[config.mk]
export PLATFORM = sky130hd
export DESIGN_NAME = mul_scheduler
export DESIGN_NICKNAME = d
export VERILOG_FILES = /design/src/rtl/mul_scheduler.sv
export SDC_FILE = /design/constraint.sdc
export NUM_CORES = 1
export LEC_CHECK = 0
export CORE_MARGIN = 2
export CORE_UTILIZATION = 44
export DETAILED_ROUTE_END_ITERATION = 10
export GPL_TIMING_DRIVEN = 0
export PLACE_DENSITY = 0.82
export SYNTH_ARGS = -nofsm -noshare
export SYNTH_HDL_FRONTEND = slang
export SYNTH_SLANG_ARGS = --single-unit
[constraint.sdc]
create_clock -name i_clk -period 1.9 [get_ports i_clk]
set_input_delay 0.38 -clock i_clk [delete_from_list [all_inputs] [get_ports i_clk]]
set_output_delay 0.38 -clock i_clk [all_outputs]
set_load 0.02 [all_outputs]
[src/rtl/mul_scheduler.sv]
// mul_scheduler: shares one variable-latency multiplier between two requesters.
// Round-robin arbitration, one operation in flight, tagged responses, optional
// constant-time padding so timing does not reveal the multiplier's zero fast path.
module mul_scheduler #(
  parameter int WIDTH       = 4,
  parameter int MUL_LATENCY = 3,
  parameter int TIMEOUT     = 7
) (
  input  logic               i_clk,
  input  logic               i_rst_n,
  input  logic               i_ct_mode,
  input  logic               i_req0_valid,
  output logic               o_req0_ready,
  input  logic [WIDTH-1:0]   i_req0_a,
  input  logic [WIDTH-1:0]   i_req0_b,
  input  logic               i_req1_valid,
  output logic               o_req1_ready,
  input  logic [WIDTH-1:0]   i_req1_a,
  input  logic [WIDTH-1:0]   i_req1_b,
  output logic               o_mul_start,
  output logic [WIDTH-1:0]   o_mul_a,
  output logic [WIDTH-1:0]   o_mul_b,
  input  logic               i_mul_done,
  input  logic [2*WIDTH-1:0] i_mul_result,
  output logic               o_resp_valid,
  input  logic               i_resp_ready,
  output logic               o_resp_id,
  output logic [2*WIDTH-1:0] o_resp_result,
  output logic               o_resp_err,
  output logic               o_busy
);

  localparam int CW = $clog2(TIMEOUT + 1);

  typedef enum logic [1:0] {S_IDLE, S_ISSUE, S_WAIT, S_RESP} state_t;

  state_t             r_state;
  state_t             w_next_state;
  logic               r_rr;
  logic               r_id;
  logic               r_ct;
  logic               r_done_seen;
  logic               r_err;
  logic [WIDTH-1:0]   r_a;
  logic [WIDTH-1:0]   r_b;
  logic [2*WIDTH-1:0] r_result;
  logic [CW-1:0]      r_cnt;

  logic               w_grant;
  logic               w_accept;
  logic               w_have_done;
  logic               w_timeout;
  logic               w_done_exit;

  // Arbitration and WAIT-exit conditions; the constant-time exit waits one cycle
  // past the worst-case done so the exit edge never depends on when done arrived.
  always_comb begin
    w_grant     = (i_req0_valid && i_req1_valid) ? r_rr : i_req1_valid;
    w_accept    = (r_state == S_IDLE) && (i_req0_valid || i_req1_valid);
    w_have_done = r_done_seen || i_mul_done;
    w_timeout   = (r_cnt == CW'(TIMEOUT)) && !w_have_done;
    w_done_exit = r_ct ? (w_have_done && (r_cnt > CW'(MUL_LATENCY))) : i_mul_done;
  end

  // State register.
  always_ff @(posedge i_clk or negedge i_rst_n) begin
    if (!i_rst_n) begin
      r_state <= S_IDLE;
    end else begin
      r_state <= w_next_state;
    end
  end

  // Next-state and output decode.
  always_comb begin
    w_next_state  = r_state;
    o_req0_ready  = 1'b0;
    o_req1_ready  = 1'b0;
    o_mul_start   = 1'b0;
    o_mul_a       = '0;
    o_mul_b       = '0;
    o_resp_valid  = 1'b0;
    o_resp_id     = 1'b0;
    o_resp_result = '0;
    o_resp_err    = 1'b0;
    o_busy        = (r_state != S_IDLE);
    case (r_state)
      S_IDLE: begin
        o_req0_ready = i_req0_valid && !w_grant;
        o_req1_ready = i_req1_valid && w_grant;
        if (w_accept) w_next_state = S_ISSUE;
      end
      S_ISSUE: begin
        o_mul_start  = 1'b1;
        o_mul_a      = r_a;
        o_mul_b      = r_b;
        w_next_state = S_WAIT;
      end
      S_WAIT: begin
        o_mul_a = r_a;
        o_mul_b = r_b;
        if (w_done_exit || w_timeout) w_next_state = S_RESP;
      end
      S_RESP: begin
        o_resp_valid  = 1'b1;
        o_resp_id     = r_id;
        o_resp_result = r_result;
        o_resp_err    = r_err;
        if (i_resp_ready) w_next_state = S_IDLE;
      end
      default: w_next_state = S_IDLE;
    endcase
  end

  // Operand latch, WAIT counter, first-done capture, timeout and RR pointer update.
  always_ff @(posedge i_clk or negedge i_rst_n) begin
    if (!i_rst_n) begin
      r_rr        <= 1'b0;
      r_id        <= 1'b0;
      r_ct        <= 1'b0;
      r_done_seen <= 1'b0;
      r_err       <= 1'b0;
      r_a         <= '0;
      r_b         <= '0;
      r_result    <= '0;
      r_cnt       <= '0;
    end else begin
      case (r_state)
        S_IDLE: begin
          if (w_accept) begin
            r_a      <= w_grant ? i_req1_a : i_req0_a;
            r_b      <= w_grant ? i_req1_b : i_req0_b;
            r_id     <= w_grant;
            r_ct     <= i_ct_mode;
            r_result <= '0;
            r_err    <= 1'b0;
          end
        end
        S_ISSUE: begin
          r_cnt       <= CW'(1);
          r_done_seen <= 1'b0;
        end
        S_WAIT: begin
          if (r_cnt != CW'(TIMEOUT)) r_cnt <= r_cnt + 1'b1;
          if (i_mul_done && !r_done_seen) begin
            r_result    <= i_mul_result;
            r_done_seen <= 1'b1;
          end else if (w_timeout) begin
            r_result <= '0;
            r_err    <= 1'b1;
          end
        end
        S_RESP: begin
          if (i_resp_ready) begin
            r_rr  <= ~r_id;
            r_err <= 1'b0;
          end
        end
        default: ;
      endcase
    end
  end

endmodule

* Word-level counts from Yosys, hierarchy flattened
Cells that the tools add are included.
Widths: inputs -> output; s select.
** Word-level totals
- Bits in registers :: 26
- Bits in latches :: 0
- RAM bits :: 0
- ROM bits :: 0
- Input bits :: 31
- Word-level logic and storage cells :: 82
- Memories kept :: 0
** Cells by class
- Add/subtract/negate cells :: 1
- Multiply operators :: 0
- Divide/modulo/power cells :: 0
- Order comparisons :: 1
- Equal/unequal tests :: 13
- Shift operators :: 0
- Mux-type cells :: 30
- Bitwise operators :: 1
- Reduce and logical (&&, ||, !) cells :: 26
** Operator list (number)
- $mux 8 :: 4
- $mux 4 :: 4
- $pmux 8 s2 :: 1
- $ne 2x2->1 const B :: 7
- $mux 1 :: 13
- $pmux 2 s4 :: 1
- $reduce_and 2->1 :: 4
- $logic_and 1x1->1 :: 7
- $mux 2 :: 3
- $ne 3x3->1 const B :: 2
- $pmux 3 s2 :: 1
- $reduce_and 3->1 :: 2
- $reduce_bool 2->1 :: 3
- $reduce_and 5->1 :: 1
- $eq 2x2->1 const B :: 2
- $add 3x1->3 const B :: 1
- $eq 3x3->1 const B :: 1
- $gt 3x2->1 const B :: 1
- $logic_not 1->1 :: 3
- $logic_or 1x1->1 :: 3
- $mux 3 :: 1
- $pmux 1 s3 :: 1
- $reduce_bool 3->1 :: 1
- $eq 2x1->1 const B :: 1
- 4 further kinds :: 4

* Depth between registers and ports, before layout
- Depth after elaboration :: 6
- Depth in mapped cells :: 8
- Depth with buffers taken out :: 6

* Worst setup path after synthesis
No wires, ideal clock.
- Path kind :: flip-flop to flip-flop
- From :: register r_cnt[0]
- To :: register r_state[1]
- Arrival time :: 1.585 ns
- Data required time :: 1.775 ns
- Setup slack :: 0.190 ns
- Cell stages (with the launch flop) :: 7
- Buffers on the path :: 1
- Cells stage by stage :: dfrtp_1 ha_1 ha_1 buf_6 a22o_1 o21ai_1 mux2_4
** On the way
- Word-level cells in the longest chain between the ends :: 6
- Elaborated cells on any way between the ends :: 8
- Classes of those cells :: order compare (1); eq/ne (2); mux (1); reduce/logical (4)
** RTL lines
- start: declaration :: line 47 : logic [CW-1:0] r_cnt;
- start signal: assignment :: line 144 : if (r_cnt != CW'(TIMEOUT)) r_cnt <= r_cnt + 1'b1;
- $gt 3x2->1 :: line 62 : w_done_exit = r_ct ? (w_have_done && (r_cnt > CW'(MUL_LATENCY))) : i_mul_done;
- $logic_and 1x1->1 :: line 62
- $mux 1 :: line 62
- $logic_or 1x1->1 (*) :: line 102 : if (w_done_exit || w_timeout) w_next_state = S_RESP;
- $ne 2x2->1 (no line) (*)
- $reduce_and 3->1 (no line) (*)
- end signal: assignment :: line 70 : r_state <= w_next_state;
- end: declaration :: line 37 : state_t r_state;
Mark *: on every way between the ends. The rest lies on a longest branch, timed or not.
A chain may end at the register's enable or synchronous reset.

* Final worst setup path
- From :: register r_state[0]
- To :: register r_state[1]
** On the way
- Word-level cells in the longest chain between the ends :: 4
- Elaborated cells on any way between the ends :: 10
- Classes of those cells :: eq/ne (6); mux (1); reduce/logical (3)
** RTL lines
- $logic_not 2->1 :: line 59, 87
- $logic_and 1x1->1 :: line 59 : w_accept = (r_state == S_IDLE) && (i_req0_valid || i_req1_valid);
- $ne 2x2->1 (no line)
- $reduce_and 3->1 (no line)
Several ways; a longest one is shown, not always the timed one.

==> results.cfg <==
[outcome]
outcome = complete, but fails checks
violated_checks = setup timing

[detailed_routing]
antenna_violating_nets_post_route = 0
routedWlPerCell_um = 13.2
wl_met1_mm = 1.44
met2_wirelength_mm = 1.70
dr.first_iter.drc_count = 37
drt_drc_violations_left = 0
routed_via_count = 1291
postRouteWirelength_mm = 3.43
wl_met3_um = 256
route.top_layer_used = met4
drt_first_pass_iters = 4
detail_route.vias_per_cell = 4.98

[synthesis]
postSynthRegisterBits = 26
synth.yosys.seq_area_share = 0.446
ys_top_cells_by_area = sky130_fd_sc_hd__dfrtp_1 45%, sky130_fd_sc_hd__and2_1 7.7%, sky130_fd_sc_hd__mux2i_1 6.9%
post_synth_inst_count = 150
synth_top_area_share = 0.446
synthesis.area_sq_mm = 0.00146
synthesis.yosys.warnings = 0
synth_area_leader_cell = sky130_fd_sc_hd__dfrtp_1
synth_area_per_cell_sq_um = 9.72
synth.distinct_cells = 32
synthesis.nets = 188

[cells_and_area]
fraction_of_final_layout_cells_with_drive_strength_greater_than_1 = 0.251
final_core_utilization = 0.683
flow.area_growth_from_synthesis_pct = 45.5
nFillCells = 279
n_diodes = 0
design.final.nets = 254

[placed_design]
gp_congestion = 0.825
place.port_buffers = 53
detailedPlacementHpwl_mm = 2.51

[power]
power.internal_mw = 1.85
power.share.clock = 0.086
ir_drop_uv = 732
p_sw_frac = 0.420
leakage_dissipation_nw = 1.01
sequential_fraction_of_design_power = 0.289
power-per-cell-area_mw_per_mm2 = 1510
p_comb_frac = 0.626
power_switching_mw = 1.34

[sta]
period_minus_slack_ps = 1900
tightest_slew_ps = 1140
fmax_ghz = 0.526
maxSlewHeadroom = 0.235
maxSlewViolCount = 0
timing.final.setup_violations = 1
timing.setup.tns_ps = -2.71
finalCritPeriodShare = 1.00
grt_setup_unrepaired = true
layout_setup_ws_ps = -2.71
fin_skew_ps = 5.60
hold_viol_final = 0

[clocking]
cts_root_buf = sky130_fd_sc_hd__clkbuf_4
cts_sinks = 26
cts.reportedPaths.clkPinSlew_ps = 140
cts_made_buffers = 3
cts_max_path_buffers = 2
cts_hold_buffers = 0
cts-htree-levels = 1
clock_latency_ps = 310
cts_tree = yes

[die]
dieWidth_um = 61.6
die_outline_area_sq_mm = 0.00379
placementRows = 20
floorplan.io_pins = 54
core_area_sq_mm = 0.00310
initial_utilization = 0.470
die_h_um = 61.6

[grt]
grt_overflow = 0
groute.usage.overall = 0.190
antenna_found_initial = 0
number_of_global_route_vias_before_repair = 1296
grt_start_max_net_pins = 27
grt_pass1_wl_mm = 5.40

[flow_run]
max_cap_viol_count = 0

[critical_path]
worst_ep_arrival_time_ps = 2110
worstSetupEndpointType = register
crit_fanout = 10
worst-endpoint-required_ps = 2110
criticalPathCategory = register to register
timing.critical_path.from_type = register

[min_path]
worstHoldPathType = register to register
cells by family after synthesis:
logic type / Yosys count / share of synthesized area
compound gates: 36 / 0.163
flops: 26 / 0.446
simple gates: 46 / 0.165
mux: 12 / 0.0867
fa+ha+maj: 7 / 0.0601
buf+inv: 22 / 0.0730
xor+xnor: 1 / 0.00601
sequential cells by signal, summed over array words and instances (netlist names):
name	count
r_id	1
r_result	8
r_done_seen	1
r_state	2
r_rr	1
r_a	4
r_b	4
r_cnt	3
r_err	1
r_ct	1
per-stage QoR:
step                setup slack, ps  hold slack (ps)  instances  power (mW)  instance area (sq um)
detailed placement             -612              464        247        2.67                   2040
floorplan                       190             84.4        150        2.04                   1460
global route                  -43.9              525        259        3.45                   2120
finish                        -2.71              487        259        3.19                   2120
CTS                           -52.7              489        253        2.95                   2110
global placement               -605              455        247        2.61                   2040
cell usage after synthesis (all sizes together):
library cell / number
a211oi: 2
a21o: 1
a21oi: 6
a22o: 1
a22oi: 1
a31oi: 2
and2: 18
and3: 1
buf: 5
clkbuf: 1
dfrtp: 26
ha: 7
inv: 16
mux2: 2
mux2i: 10
nand2: 11
nand3: 8
nor2: 6
nor3: 1
nor3b: 1
o21ai: 19
o21bai: 1
o22ai: 1
o31ai: 1
o41ai: 1
xor2: 1
final timing paths:
path,startpoint,to,slack (ps),cells past startpoint
max,r_state[0],r_state[1],-3,7
min,r_id,r_rr,490,1
max reg2reg,r_state[0],r_state[1],-3,7
min reg2reg,r_id,r_rr,490,1
max in group asynchronous,i_rst_n,r_a[0],560,1
min in group asynchronous,i_rst_n,r_result[5],660,1
cell type report:
type	instances	area [sq um]	area share
multi-input cells	102	736	0.347
flip-flops and latches	26	651	0.307
repair buffers	61	529	0.250
inverters	16	60.1	0.0283
well taps	44	55.1	0.0260
plain buffers	6	53.8	0.0254
clock buffers	4	36.3	0.0171
repair_timing:
action	CTS	global route
gates resized for setup	70	44
setup buffers	2	6
setup endpoints to repair	23	28
pin swaps	1	2
metal layers:
layer	up-vias	global-route usage
li1	632	-
met1	606	0.214
met2	49	0.359
met3	4	0.0357
met4	0	0.0547
met5	-	0
critical path: stages (launching register included):
cell and delay (ps):
sky130_fd_sc_hd__dfrtp_1 450, sky130_fd_sc_hd__inv_2 90, sky130_fd_sc_hd__buf_4 110, sky130_fd_sc_hd__ha_1 250, sky130_fd_sc_hd__buf_4 200, sky130_fd_sc_hd__o41ai_2 80
sky130_fd_sc_hd__o21ai_1 280, sky130_fd_sc_hd__mux2_4 330
power groups by stage:
stage          combinational, mW  clock [mW]  sequential (mW)
2_1_floorplan               1.16           0            0.885
3_3_place_gp                1.70           0            0.911
3_5_place_dp                1.75           0            0.924
4_1_cts                     1.76       0.283            0.912
5_1_grt                     2.18       0.306            0.955
6_report                    2.00       0.274            0.922
layout by cell type, fill, tap and decap left out, drive strengths merged, types with 2 or more instances in the layout:
cell / n
a211oi: 2
mux2i: 10
a31oi: 2
clkdlybuf4s50: 29
nand3: 8
dfrtp: 26
dlygate4sd2: 4
a21oi: 6
and2: 18
buf: 33
mux2: 2
nor2: 6
clkbuf: 5
o21ai: 19
ha: 7
inv: 16
nand2: 11
(Power assumes the default switching activity.)
